`config.mk`:
```
export PLATFORM = sky130hd
export DESIGN_NAME = branch_cond_ctrl
export DESIGN_NICKNAME = d
export VERILOG_FILES = /design/src/rtl/branch_cond_ctrl.sv
export SDC_FILE = /design/constraint.sdc
export NUM_CORES = 1
export LEC_CHECK = 0
export CAP_MARGIN = 30
export CELL_PAD_IN_SITES_DETAIL_PLACEMENT = 2
export CELL_PAD_IN_SITES_GLOBAL_PLACEMENT = 2
export CORE_AREA = 2 2 53 55
export CTS_BUF_LIST = sky130_fd_sc_hd__clkbuf_4 sky130_fd_sc_hd__clkbuf_8
export DETAILED_ROUTE_END_ITERATION = 16
export DIE_AREA = 0 0 55 57
export PLACE_DENSITY = 0.82
export REMOVE_ABC_BUFFERS = 1
export SLEW_MARGIN = 25
export SYNTH_ARGS = -nofsm -noshare
export SYNTH_HDL_FRONTEND = slang
export SYNTH_SLANG_ARGS = --single-unit
export TNS_END_PERCENT = 10
```
`constraint.sdc`:
```
create_clock -name clock -period 4.7 [get_ports clock]
set_clock_uncertainty 0.05 [all_clocks]
set_input_delay 1.175 -clock clock [delete_from_list [all_inputs] [get_ports clock]]
set_output_delay 1.175 -clock clock [all_outputs]
set_load 0.005 [all_outputs]
```
`src/rtl/branch_cond_ctrl.sv`:
```
`default_nettype none
// ============================================================================
// Module      : branch_cond_ctrl
// Description : Branch-resolution sequencer for the multicycle datapath.
//               Steps a branch through COMPARE, FLAGS and RESOLVE, registers
//               the ALU comparison flags, and pulses the PC conditional-write
//               enable together with the matching 2-bit condition select.
// Revision    : 1.0 - initial release
// ============================================================================
module branch_cond_ctrl #(
    parameter logic [5:0] OP_BEQ  = 6'h04,
    parameter logic [5:0] OP_BNE  = 6'h05,
    parameter logic [5:0] OP_BLE  = 6'h06,
    parameter logic [5:0] OP_BGT  = 6'h07,
    parameter logic [2:0] ALU_SUB = 3'b010
) (
    input  logic       clock,
    input  logic       reset,
    input  logic       start,
    input  logic [5:0] opcode,
    input  logic       alu_zero,
    input  logic       alu_gt,
    input  logic       alu_lt,
    input  logic       alu_eq,
    output logic [2:0] alu_op,
    output logic [1:0] PCWriteCondMux,
    output logic       PCWriteCond,
    output logic       ZeroFio,
    output logic       MaiorFio,
    output logic       MenorFio,
    output logic       IgualFio,
    output logic       busy,
    output logic       done,
    output logic       taken,
    output logic       illegal
);

    // State encoding; codes 6 and 7 are unused and fall back to IDLE.
    localparam logic [2:0] c_ST_IDLE    = 3'd0;
    localparam logic [2:0] c_ST_COMPARE = 3'd1;
    localparam logic [2:0] c_ST_FLAGS   = 3'd2;
    localparam logic [2:0] c_ST_RESOLVE = 3'd3;
    localparam logic [2:0] c_ST_DONE    = 3'd4;
    localparam logic [2:0] c_ST_ERR     = 3'd5;

    // Condition select values understood by the PC write-condition mux.
    localparam logic [1:0] c_SEL_NZ = 2'b00;
    localparam logic [1:0] c_SEL_Z  = 2'b01;
    localparam logic [1:0] c_SEL_GT = 2'b10;
    localparam logic [1:0] c_SEL_LE = 2'b11;

    logic [2:0] r_state;
    logic [2:0] w_next_state;
    logic [1:0] r_sel;
    logic [1:0] w_op_sel;
    logic       w_is_branch;
    logic       w_taken;

    logic [2:0] r_alu_op;
    logic [1:0] r_mux;
    logic       r_pcw;
    logic       r_zero;
    logic       r_gt;
    logic       r_lt;
    logic       r_eq;
    logic       r_busy;
    logic       r_done;
    logic       r_taken;
    logic       r_illegal;

    // Decode the opcode into a branch/non-branch flag and its condition select.
    always_comb begin
        w_is_branch = 1'b1;
        w_op_sel    = c_SEL_NZ;
        case (opcode)
            OP_BNE:  w_op_sel = c_SEL_NZ;
            OP_BEQ:  w_op_sel = c_SEL_Z;
            OP_BGT:  w_op_sel = c_SEL_GT;
            OP_BLE:  w_op_sel = c_SEL_LE;
            default: w_is_branch = 1'b0;
        endcase
    end

    // Evaluate the branch condition from the captured flags (used in RESOLVE).
    always_comb begin
        w_taken = 1'b0;
        case (r_sel)
            c_SEL_NZ: w_taken = ~r_zero;
            c_SEL_Z:  w_taken = r_zero;
            c_SEL_GT: w_taken = r_gt;
            c_SEL_LE: w_taken = r_lt | r_eq;
            default:  w_taken = 1'b0;
        endcase
    end

    // Next-state logic; start is only looked at while idle.
    always_comb begin
        w_next_state = c_ST_IDLE;
        case (r_state)
            c_ST_IDLE: begin
                if (start) begin
                    w_next_state = w_is_branch ? c_ST_COMPARE : c_ST_ERR;
                end
            end
            c_ST_COMPARE: w_next_state = c_ST_FLAGS;
            c_ST_FLAGS:   w_next_state = c_ST_RESOLVE;
            c_ST_RESOLVE: w_next_state = c_ST_DONE;
            c_ST_DONE:    w_next_state = c_ST_IDLE;
            c_ST_ERR:     w_next_state = c_ST_IDLE;
            default:      w_next_state = c_ST_IDLE;
        endcase
    end

    // State register.
    always_ff @(posedge clock) begin
        if (reset) begin
            r_state <= c_ST_IDLE;
        end else begin
            r_state <= w_next_state;
        end
    end

    // Registered outputs, decoded from the state being entered so that each
    // output is valid for the whole cycle of its state.
    always_ff @(posedge clock) begin
        if (reset) begin
            r_alu_op  <= 3'b000;
            r_mux     <= 2'b00;
            r_pcw     <= 1'b0;
            r_busy    <= 1'b0;
            r_done    <= 1'b0;
            r_taken   <= 1'b0;
            r_illegal <= 1'b0;
        end else begin
            r_alu_op  <= (w_next_state == c_ST_COMPARE) ? ALU_SUB : 3'b000;
            r_pcw     <= (w_next_state == c_ST_RESOLVE);
            r_busy    <= (w_next_state != c_ST_IDLE);
            r_done    <= (w_next_state == c_ST_DONE);
            r_taken   <= (w_next_state == c_ST_DONE) ? w_taken : 1'b0;
            r_illegal <= (w_next_state == c_ST_ERR);
            // The select holds its last value outside RESOLVE.
            if (w_next_state == c_ST_RESOLVE) begin
                r_mux <= r_sel;
            end
        end
    end

    // Latch the condition select when a branch is accepted.
    always_ff @(posedge clock) begin
        if (reset) begin
            r_sel <= 2'b00;
        end else if ((r_state == c_ST_IDLE) && start && w_is_branch) begin
            r_sel <= w_op_sel;
        end
    end

    // Capture the ALU comparison flags at the end of FLAGS only.
    always_ff @(posedge clock) begin
        if (reset) begin
            r_zero <= 1'b0;
            r_gt   <= 1'b0;
            r_lt   <= 1'b0;
            r_eq   <= 1'b0;
        end else if (r_state == c_ST_FLAGS) begin
            r_zero <= alu_zero;
            r_gt   <= alu_gt;
            r_lt   <= alu_lt;
            r_eq   <= alu_eq;
        end
    end

    assign alu_op         = r_alu_op;
    assign PCWriteCondMux = r_mux;
    assign PCWriteCond    = r_pcw;
    assign ZeroFio        = r_zero;
    assign MaiorFio       = r_gt;
    assign MenorFio       = r_lt;
    assign IgualFio       = r_eq;
    assign busy           = r_busy;
    assign done           = r_done;
    assign taken          = r_taken;
    assign illegal        = r_illegal;

endmodule
`default_nettype wire

```
=== Word level (Yosys, flattened, before mapping) ===
Cells that the tools add are included.
Widths: inputs -> output; s select.

* Register bits after elaboration: 19
* Input bits: 13
* Output and inout port bits: 14
* Logic and storage cells: 44

* Equality and inequality tests: 14
* Muxes and demuxes: 7
* Bitwise gates (word level): 3
* Reductions and logical operators: 7

{| class="wikitable"
|+ Operators with widths
! operator !! number
|-
| $eq 6x3->1 const B || 4
|-
| $pmux 3 s4 || 1
|-
| $eq 3x2->1 const B || 3
|-
| $eq 3x1->1 const B || 2
|-
| $eq 3x3->1 const B || 2
|-
| $mux 3 || 2
|-
| $pmux 2 s3 || 1
|-
| $eq 2x2->1 const B || 2
|-
| $pmux 1 s4 || 1
|-
| $reduce_or 4->1 || 1
|-
| $logic_not 3->1 || 1
|-
| $reduce_bool 3->1 || 1
|-
| $eq 2x1->1 const B || 1
|-
| $logic_and 1x1->1 || 2
|-
| $logic_not 2->1 || 1
|-
| $mux 2 || 1
|-
| $not 1->1 || 2
|-
| $reduce_or 2->1 || 1
|-
| $mux 1 || 1
|-
| $or 1x1->1 || 1
|}

=== Depth between registers and ports, before layout ===
Gate-level depths: netlist of the first run.

* Word-level depth: 9
* Depth in mapped cells: 5
* Mapped depth without buffers: 3

=== Least setup slack after synthesis of the first run ===
OpenSTA, ideal clock, no wires.

* Path kind: input port to flip-flop
* From: input opcode[3]
* To: register r_sel[1]
* Library setup time: 0.071 ns
* Arrival time: 2.300 ns
* Data required time: 4.579 ns
* Slack: 2.279 ns
* Stages: 3
* Buffers on the path: 0
* Cell sequence: or4b_2 > or3_1 > a21oi_1

* Word-level cells in the longest chain between the ends: 4
* Elaborated cells on any way between the ends: 8
* Classes of those cells: eq/ne: 4; mux: 2; reduce/logical: 2

{| class="wikitable"
|+ RTL lines
! what !! line !! RTL
|-
| start, declared || 20 || <nowiki>input logic [5:0] opcode,</nowiki>
|-
| $eq 6x3->1 || 75 || <nowiki>case (opcode)</nowiki>
|-
| $reduce_or 4->1 (no source line) || -- ||
|-
| $mux 1 || 75 ||
|-
| $logic_and 1x1->1 || 152 || <nowiki>end else if ((r_state == c_ST_IDLE) && start && w_is_branch) begin</nowiki>
|-
| end signal, assigned || 153 || <nowiki>r_sel <= w_op_sel;</nowiki>
|-
| end, declared || 54 || <nowiki>logic [1:0] r_sel;</nowiki>
|}

Several ways; a longest one is shown, not always the timed one.
A chain may end at the register's enable or synchronous reset.

=== Worst setup path after layout of the first run ===
Same ends and word-level chain as after synthesis.

==> results.json, run 1 <==
{
  "fp.dieW_um": 55,
  "p_sw_share_pct": 24.7,
  "cts_buffers": 3,
  "hold_buffers": 0,
  "critical_path_arrival_ns": 2.79,
  "gp_congestion": 0.627,
  "detail-route-antenna-nets": 0,
  "hold_path.class": "flip-flop to flip-flop",
  "cts_sinks": 17,
  "rrSetupSlack_ns": 2.98,
  "fmax_ghz": 0.379,
  "final_util_pct": 36.0,
  "seq_power_share_pct": 55.1,
  "crit_family": "simple AND/OR/NAND/NOR gates",
  "nFillCells": 308,
  "rr_startpoint": "r_state[0]",
  "io_pins": 27,
  "rsz0062_at_grt": "no",
  "ff2ff_path_depth": 3,
  "critPathMaxFanout": 5,
  "syn_avg_cell_area_um2": 9.67,
  "r2r-end": "r_sel[1]",
  "worstHoldStart": "PCWriteCondMux[0]",
  "required_ns": 4.86,
  "gr-usage-all-layers_pct": 11.3,
  "yosys_warnings": 0,
  "crit_buf_inv": 1,
  "start_util_pct": 25.5,
  "cp-start-kind": "input pin",
  "synth-seq-area-share_pct": 51.0,
  "synth_cell_types": 25,
  "cp_slowest_cell": "or4b_2",
  "status": "complete, no violations",
  "ys_ff_latch": 17,
  "drtPass1Iterations": 4,
  "grt-ovfl-total": 0,
  "fin_nets": 106,
  "routed.top_layer": "met4",
  "route.layer.met1.wl_um": 684,
  "power_density_nw_per_um2": 315,
  "hold_viol_final": 0,
  "setup_tns_ns": 0,
  "antenna_cells": 0,
  "post-dp-hpwl_mm": 1.16,
  "worst_pin_slew_ns": 0.701,
  "slowest_delay_ns": 0.73,
  "routed-wl-met2_um": 734,
  "drt-wirelength-per-cell_um": 12.4,
  "cts.path.max_buffers": 2,
  "drc": 0,
  "slew_violations": 0,
  "io_buffer_count": 24,
  "min_period_ns": 2.64,
  "row_count": 19,
  "synthCells": 69,
  "die_h_um": 57,
  "grt_first_pass_wirelength_mm": 2.62,
  "p_leak_nw": 0.330,
  "end_kind": "flip-flop",
  "layout-drive-gt1-share_pct": 7.61,
  "relSlewSlack_pct": 53.1,
  "grt_max_degree": 18,
  "wirelength_mm": 1.53,
  "path_class": "input pin to flip-flop",
  "post-cts-setup-buffer-count": 0,
  "synth.cell_area_um2": 667,
  "vias_per_cell": 4.58,
  "maxCapViolCount": 0,
  "p_clk_share_pct": 27.6,
  "final_common_cell": "clkdlybuf4s50_1",
  "clock_latency_ns": 0.28,
  "antenna_found_initial": 0,
  "hold_path_end": "PCWriteCondMux[0]",
  "intPower_uw": 223,
  "cts_root_buffer": "clkbuf_4",
  "drt_iter0_markers": 6,
  "fin_crit_sh_pct": 56.1,
  "grt_pass1_vias": 574,
  "power_switching_uw": 73.2,
  "holdPathStages": 2,
  "final_cell_mix": "clkdlybuf4s50_1 (24), dfxtp_1 (17), nor2_1 (9)",
  "area_growth_pct": 41.1,
  "cts_tree": "built",
  "vias": 563,
  "cts_resized": 0,
  "core_area_um2": 2620,
  "pwr-share-comb_pct": 17.3,
  "peakVddDrop_mv": 0.191,
  "met3_length_um": 93,
  "htree_num_levels": 1,
  "die_area_um2": 3140,
  "path_clk_slew_ns": 0.09,
  "setup_viol": 0,
  "cp_cell_sequence": "clkdlybuf4s50_1 -> or4b_2 -> or3_1 -> a21oi_1"
}
-- state kept, by name, summed over array words and instances (netlist names) --
register / flops
r_state: 3
PCWriteCondMux: 2
r_sel: 2
IgualFio: 1
MaiorFio: 1
MenorFio: 1
PCWriteCond: 1
ZeroFio: 1
alu_op: 1
busy: 1
done: 1
illegal: 1
taken: 1
-- how the worst max path moves through the flow --
stage	startpoint	end	depth (start not counted)
3_5_place_dp	opcode[3]	r_sel[1]	4
6_report	opcode[3]	r_sel[1]	4
2_1_floorplan	opcode[3]	r_sel[1]	3
5_1_grt	opcode[3]	r_sel[1]	4
4_1_cts	opcode[3]	r_sel[1]	4
3_3_place_gp	opcode[3]	r_sel[1]	4
-- tightest hold or removal path: cells and delay by family (launching register included) --
kind,cells,cell delay (ns)
multiplexers,1,0.07
AND/OR/NAND/NOR,1,0.07
flip-flops,1,0.34
-- logic make-up (layout without fill, tap and decap cells) --
logic type / Yosys count / count (layout) / share of synthesized area (%)
DFF: 17 / 17 / 51.0
muxes: 6 / 6 / 9.01
xor gates and xnor gates: 1 / 1 / 1.31
other: 1 / 2 / 0.562
AOI/OAI and AO/OA: 11 / 11 / 9.57
and+or+nand+nor: 26 / 26 / 22.1
buffers and inverters: 7 / 29 / 6.38
-- synthesized netlist by cell type --
master,number,area [um2]
nor2b_1,2,12.5
or2_2,1,6.26
xnor2_1,1,8.76
or3_1,1,6.26
nand2_1,3,11.3
mux2i_1,6,60.1
nand3b_1,1,7.51
nor4b_1,2,17.5
o21a_1,1,7.51
dfxtp_1,17,340
buf_6,1,11.3
or4b_2,1,10.0
nor3_1,4,20.0
clkbuf_2,1,5.00
or4b_1,1,10.0
o41ai_1,1,8.76
a21oi_1,4,20.0
inv_1,1,3.75
conb_1,1,3.75
clkbuf_1,2,7.51
o21ai_0,4,20.0
a211oi_1,1,7.51
buf_4,2,15.0
nor3b_2,1,12.5
nor2_1,9,33.8
-- metal layers --
layer	track usage, %	vias to the layer above
li1	-	279
met1	14.9	264
met2	17.3	18
met3	2.62	2
met4	5.23	0
met5	0	-
-- power groups by stage --
stage	clock network (mW)	logic [mW]	registers [mW]
final	0.0818	0.0512	0.163
after global routing	0.0937	0.0569	0.165
after CTS	0.0872	0.0523	0.164
after detailed placement	0	0.0518	0.167
after global placement	0	0.0498	0.166
after floorplan	0	0.0233	0.165
-- stage by stage --
stage / hold WS (ns) / power, mW / worst slack (ns) / cells / cell area (um2)
floorplan: 0.435 / 0.188 / 2.28 / 64 / 632
global placement: 0.435 / 0.215 / 1.83 / 119 / 911
detailed placement: 0.445 / 0.219 / 1.76 / 119 / 911
CTS: 0.476 / 0.303 / 2.07 / 123 / 941
global route: 0.521 / 0.316 / 2.00 / 123 / 941
finish: 0.462 / 0.296 / 2.06 / 123 / 941
-- cell type report --
type                            instances  area [um2]  share of cell area (%)
Timing Repair Buffer                   24         240                    25.5
Sequential cell                        17         340                    36.2
Tap cell                               31        38.8                    4.12
Clock buffer                            4        30.0                    3.19
Inverter                                1        3.75                   0.399
Multi-Input combinational cell         46         288                    30.6
Note: power is estimated with default switching activity, not from simulation.
==> inputs of run 2 (changes only) <==
--- a/config.mk
+++ b/config.mk
@@ -8,11 +8,11 @@
 export CAP_MARGIN = 30
 export CELL_PAD_IN_SITES_DETAIL_PLACEMENT = 2
 export CELL_PAD_IN_SITES_GLOBAL_PLACEMENT = 2
-export CORE_AREA = 2 2 53 55
+export CORE_AREA = 2 2 55 57
 export CTS_BUF_LIST = sky130_fd_sc_hd__clkbuf_4 sky130_fd_sc_hd__clkbuf_8
 export DETAILED_ROUTE_END_ITERATION = 16
-export DIE_AREA = 0 0 55 57
-export PLACE_DENSITY = 0.82
+export DIE_AREA = 0 0 57 59
+export PLACE_DENSITY = 0.77
 export REMOVE_ABC_BUFFERS = 1
 export SLEW_MARGIN = 25
 export SYNTH_ARGS = -nofsm -noshare
==> constraint.sdc (replaced) <==
create_clock -name clock -period 2.5 [get_ports clock]
set_clock_uncertainty 0.05 [all_clocks]
set_input_delay 0.625 -clock clock [delete_from_list [all_inputs] [get_ports clock]]
set_output_delay 0.625 -clock clock [all_outputs]
set_load 0.005 [all_outputs]
==> run 2 against run 1 <==
Register-to-register slack worse by 2.2 ns; critical path depth unchanged; first-iteration DRC count is 67% lower; count of clock-buffer cells in the layout decreased by 1; largest cell class unchanged; largest power group unchanged; highest routed layer unchanged.
==> results.json, run 2 (synthesized netlist as in run 1, its figures left out) <==
{
  "status": "complete, no violations",
  "hold_path.class": "flip-flop to flip-flop",
  "fin_crit_sh_pct": 82.7,
  "htree_num_levels": 1,
  "grt-ovfl-total": 0,
  "die_h_um": 59,
  "grt_pass1_vias": 644,
  "fp.dieW_um": 57,
  "drt-wirelength-per-cell_um": 13.5,
  "end_kind": "flip-flop",
  "hold_viol_final": 0,
  "path_class": "input pin to flip-flop",
  "regArea_um2": 340,
  "cts_sinks": 17,
  "io_pins": 27,
  "gp_congestion": 0.676,
  "antenna_found_initial": 0,
  "vias_per_cell": 4.65,
  "cts.path.max_buffers": 2,
  "power_density_nw_per_um2": 587,
  "largest_reg_flops": 3,
  "cts_buffers": 3,
  "p_total_uw": 555,
  "area_growth_pct": 41.8,
  "fin_nets": 107,
  "start_util_pct": 24.6,
  "cts_resized": 0,
  "io_buffer_count": 24,
  "multi_input_area_um2": 288,
  "setup_viol": 0,
  "layout-drive-gt1-share_pct": 8.60,
  "cp-start-kind": "input pin",
  "slew_violations": 0,
  "maxCapViolCount": 0,
  "final_cell_mix": "clkdlybuf4s50_1 (24), dfxtp_1 (17), nor2_1 (9)",
  "grt_first_pass_wirelength_mm": 2.85,
  "grt_max_degree": 13,
  "relSlewSlack_pct": 55.9,
  "worst_pin_slew_ns": 0.658,
  "detail-route-antenna-nets": 0,
  "wirelength_mm": 1.68,
  "setup_tns_ns": 0,
  "post-cts-setup-buffer-count": 0,
  "hold_buffers": 0,
  "peakVddDrop_mv": 0.257,
  "drc": 0,
  "fmax_ghz": 0.484,
  "min_period_ns": 2.07,
  "drtPass1Iterations": 4,
  "final_common_cell": "clkdlybuf4s50_1",
  "row_count": 19,
  "die_area_um2": 3360,
  "fin_cells": 124,
  "whs_ns": 0.460,
  "cts_tree": "built",
  "placed_cells": 120,
  "core_area_um2": 2710,
  "nFillCells": 318,
  "cts_root_buffer": "clkbuf_4",
  "required_ns": 2.68,
  "vias": 576,
  "drt_iter0_markers": 2,
  "critical_path_arrival_ns": 2.25,
  "largest_register": "r_state",
  "p_leak_nw": 0.334,
  "critPathMaxFanout": 5,
  "antenna_cells": 0,
  "post-dp-hpwl_mm": 1.28,
  "path_clk_slew_ns": 0.10,
  "final_util_pct": 34.9,
  "gr-usage-all-layers_pct": 11.3,
  "rsz0062_at_grt": "no",
  "clock_latency_ns": 0.30
}
-- run 2: changes by cell type in the layout (fill, tap and decap cells not counted), sizes merged --
cell,previous run,this run
buf,0,1
clkinv,0,1
clkbuf,4,3
-- run 2: layout make-up --
class	instances	share of cell area, %
Sequential cell	17	36.0
Inverter	1	0.397
Timing Repair Buffer	25	26.2
Clock inverter	1	0.529
Multi-Input combinational cell	46	30.4
Tap cell	31	4.10
Clock buffer	3	2.38
-- run 2: where the power goes --
| part | switching (mW) | internal, mW |
|---|---|---|
| registers | 0.0188 | 0.288 |
| logic | 0.0382 | 0.0590 |
| clock network | 0.0913 | 0.0597 |
-- run 2: metal layers --
metal | GRT usage (%) | up-vias | wire (um)
met3 | 2.84 | 5 | 117
met1 | 12.7 | 264 | 712
li1 | - | 284 | -
met2 | 19.2 | 23 | 798
met4 | 6.98 | 0 | 50
met5 | 0 | - | 0
-- run 2: path summary, 6_finish.rpt --
| path | from | to | slack (ns) | cells after the start |
|---|---|---|---|---|
| max reg2reg | r_state[0] | r_sel[1] | 0.78 | 3 |
| min reg2reg | PCWriteCondMux[1] | PCWriteCondMux[1] | 0.46 | 2 |
| min | PCWriteCondMux[1] | PCWriteCondMux[1] | 0.46 | 2 |
| max | opcode[3] | r_sel[1] | 0.43 | 4 |
-- run 2: stage by stage --
stage                     worst slack [ns]  instance area, um2
final                                0.433                 946
after global routing                 0.327                 946
after CTS                            0.441                 946
after detailed placement             0.118                 918
after global placement               0.179                 918
after floorplan                      0.630                 632
-- run 2: critical path: stages --
cell,delay [ns]
clkdlybuf4s50_1,0.41
or4b_2,0.73
or3_1,0.35
a21oi_1,0.12
==> inputs of run 3 (changes only) <==
--- a/config.mk
+++ b/config.mk
@@ -8,11 +8,11 @@
 export CAP_MARGIN = 30
 export CELL_PAD_IN_SITES_DETAIL_PLACEMENT = 2
 export CELL_PAD_IN_SITES_GLOBAL_PLACEMENT = 2
-export CORE_AREA = 2 2 55 57
+export CORE_AREA = 2 2 59 61
 export CTS_BUF_LIST = sky130_fd_sc_hd__clkbuf_4 sky130_fd_sc_hd__clkbuf_8
 export DETAILED_ROUTE_END_ITERATION = 16
-export DIE_AREA = 0 0 57 59
-export PLACE_DENSITY = 0.77
+export DIE_AREA = 0 0 61 63
+export PLACE_DENSITY = 0.7
 export REMOVE_ABC_BUFFERS = 1
 export SLEW_MARGIN = 25
 export SYNTH_ARGS = -nofsm -noshare
==> constraint.sdc (replaced) <==
create_clock -name clock -period 1.7 [get_ports clock]
set_clock_uncertainty 0.05 [all_clocks]
set_input_delay 0.425 -clock clock [delete_from_list [all_inputs] [get_ports clock]]
set_output_delay 0.425 -clock clock [all_outputs]
set_load 0.005 [all_outputs]
==> run 3 against run 2 <==
First-iteration DRC count increased by 100%; combinational power increased by 100%; via count increased by 5.7%; setup slack got worse by 0.44 ns; clock power increased by 48%; register-to-register slack got worse by 0.60 ns; hold slack improved by 0.0056 ns; die area increased by 14%; the flow now finishes with violations (setup timing); flip-flop and latch count unchanged; critical endpoint unchanged.
==> results.json, run 3 (synthesized netlist as in run 1, its figures left out) <==
{
  "setup_ws_ns": -0.00653,
  "slew_violations": 0,
  "placed_cells": 142,
  "critPathMaxFanout": 2,
  "drt_iter0_markers": 4,
  "min_period_ns": 1.71,
  "die_h_um": 63,
  "fmax_ghz": 0.586,
  "path_class": "input pin to flip-flop",
  "ff2ff_path_depth": 4,
  "fin_cells": 147,
  "final_cell_area_um2": 1050,
  "htree_num_levels": 1,
  "final_cell_mix": "clkdlybuf4s50_1 (21), dfxtp_1 (14), nor2_1 (9), buf_4 (9), mux2i_1 (6)",
  "setup_viol": 1,
  "grt-ovfl-total": 0,
  "fin_nets": 115,
  "critPathLaunch": "opcode[2]",
  "maxCapViolCount": 0,
  "detail-route-antenna-nets": 0,
  "cts_root_buffer": "clkbuf_4",
  "antenna_cells": 0,
  "cts_tree": "built",
  "crit_end": "r_sel[1]",
  "die_area_um2": 3840,
  "cts_sinks": 17,
  "grt_max_degree": 11,
  "setup_tns_ns": -0.00653,
  "vias_per_cell": 4.14,
  "cts_buffers": 3,
  "nFillCells": 375,
  "gp_congestion": 0.686,
  "grt_pass1_vias": 689,
  "place_area_um2": 990,
  "violations": "setup timing",
  "p_total_uw": 861,
  "peakVddDrop_mv": 0.168,
  "vias": 609,
  "holdPathStages": 2,
  "status": "finished with violations",
  "path_clk_slew_ns": 0.09,
  "wirelength_mm": 1.82,
  "final_common_cell": "clkdlybuf4s50_1",
  "fp.dieW_um": 61,
  "clock_latency_ns": 0.30,
  "power_density_nw_per_um2": 817,
  "gr-usage-all-layers_pct": 10.6,
  "hold_path.class": "flip-flop to flip-flop",
  "antenna_found_initial": 0,
  "rrSetupSlack_ns": 0.18,
  "start_util_pct": 20.6,
  "whs_ns": 0.465,
  "io_buffer_count": 24,
  "hold_viol_final": 0,
  "core_area_um2": 3230,
  "post-dp-hpwl_mm": 1.42,
  "largest_register": "r_state",
  "p_leak_nw": 0.391,
  "largest_reg_flops": 3,
  "cp-start-kind": "input pin",
  "hold_buffers": 0,
  "r2r-end": "r_sel[1]",
  "fin_crit_sh_pct": 100,
  "end_kind": "flip-flop",
  "layout-drive-gt1-share_pct": 23.8,
  "drc": 0,
  "grt_first_pass_wirelength_mm": 3.04,
  "rr_startpoint": "r_state[0]",
  "critical_path_arrival_ns": 1.89,
  "rsz0062_at_grt": "yes",
  "row_count": 21,
  "cts.path.max_buffers": 2,
  "required_ns": 1.88,
  "drt-wirelength-per-cell_um": 12.4,
  "io_pins": 27,
  "area_growth_pct": 58.2,
  "drtPass1Iterations": 3
}
==> run 3: cell count changes in the layout (fill, tap and decap cells not counted), sizes merged <==
| cell | change |
|---|---|
| clkdlybuf4s50 | -3 |
| buf | +8 |
| dlygate4sd2 | +3 |
==> run 3: power by group <==
group	switching, mW	leakage, nW	internal (mW)
registers	0.0144	0.140	0.425
logic	0.0824	0.234	0.117
clock network	0.135	0.0177	0.0877
total	0.232	0.391	0.630
==> run 3: routing by layer <==
layer  up-vias  part of all wire, %  GRT usage (%)
met2        22                   53           19.0
met5         -                    0              0
met1       289                   40           11.3
li1        296                    -              -
met4         0                  1.2           4.89
met3         2                  6.2           2.07
==> run 3: per-stage QoR <==
| stage | util [%] | setup WS (ns) |
|---|---|---|
| detailed placement | 30.6 | -0.445 |
| floorplan | - | 0.0300 |
| global route | 32.6 | -0.0106 |
| finish | 32.6 | -0.00653 |
| CTS | 32.2 | 0.00923 |
| global placement | 30.6 | -0.378 |
==> run 3: worst min-delay path by stage <==
stage                                 start           endpoint  slack (ns)
final                     PCWriteCondMux[0]  PCWriteCondMux[0]        0.47
after global routing      PCWriteCondMux[0]  PCWriteCondMux[0]        0.52
after CTS                 PCWriteCondMux[0]  PCWriteCondMux[0]        0.48
after detailed placement  PCWriteCondMux[0]  PCWriteCondMux[0]        0.45
after global placement    PCWriteCondMux[1]  PCWriteCondMux[1]        0.44
after floorplan           PCWriteCondMux[0]  PCWriteCondMux[0]        0.43
==> run 3: area by class of cell <==
cell class	instances	area, um2	area share (%)
sequential	17	344	32.6
multi-input combinational	46	318	30.1
timing repair buffer	33	304	28.8
tap	46	57.6	5.46
clock buffer	3	22.5	2.14
clock inverter	1	5.00	0.474
inverter	1	3.75	0.356
==> run 3: timing repair <==
| action | 4_1_cts | 5_1_grt |
|---|---|---|
| pin swaps | 3 | 0 |
| setup buffers | 1 | 0 |
| setup endpoints to repair | 3 | 4 |
| gates resized for setup | 8 | 5 |
==> run 3: worst max-delay path: stages <==
cell and delay (ns):
clkdlybuf4s50_1 0.47, or4b_4 0.48, or3_4 0.38, a21oi_2 0.14
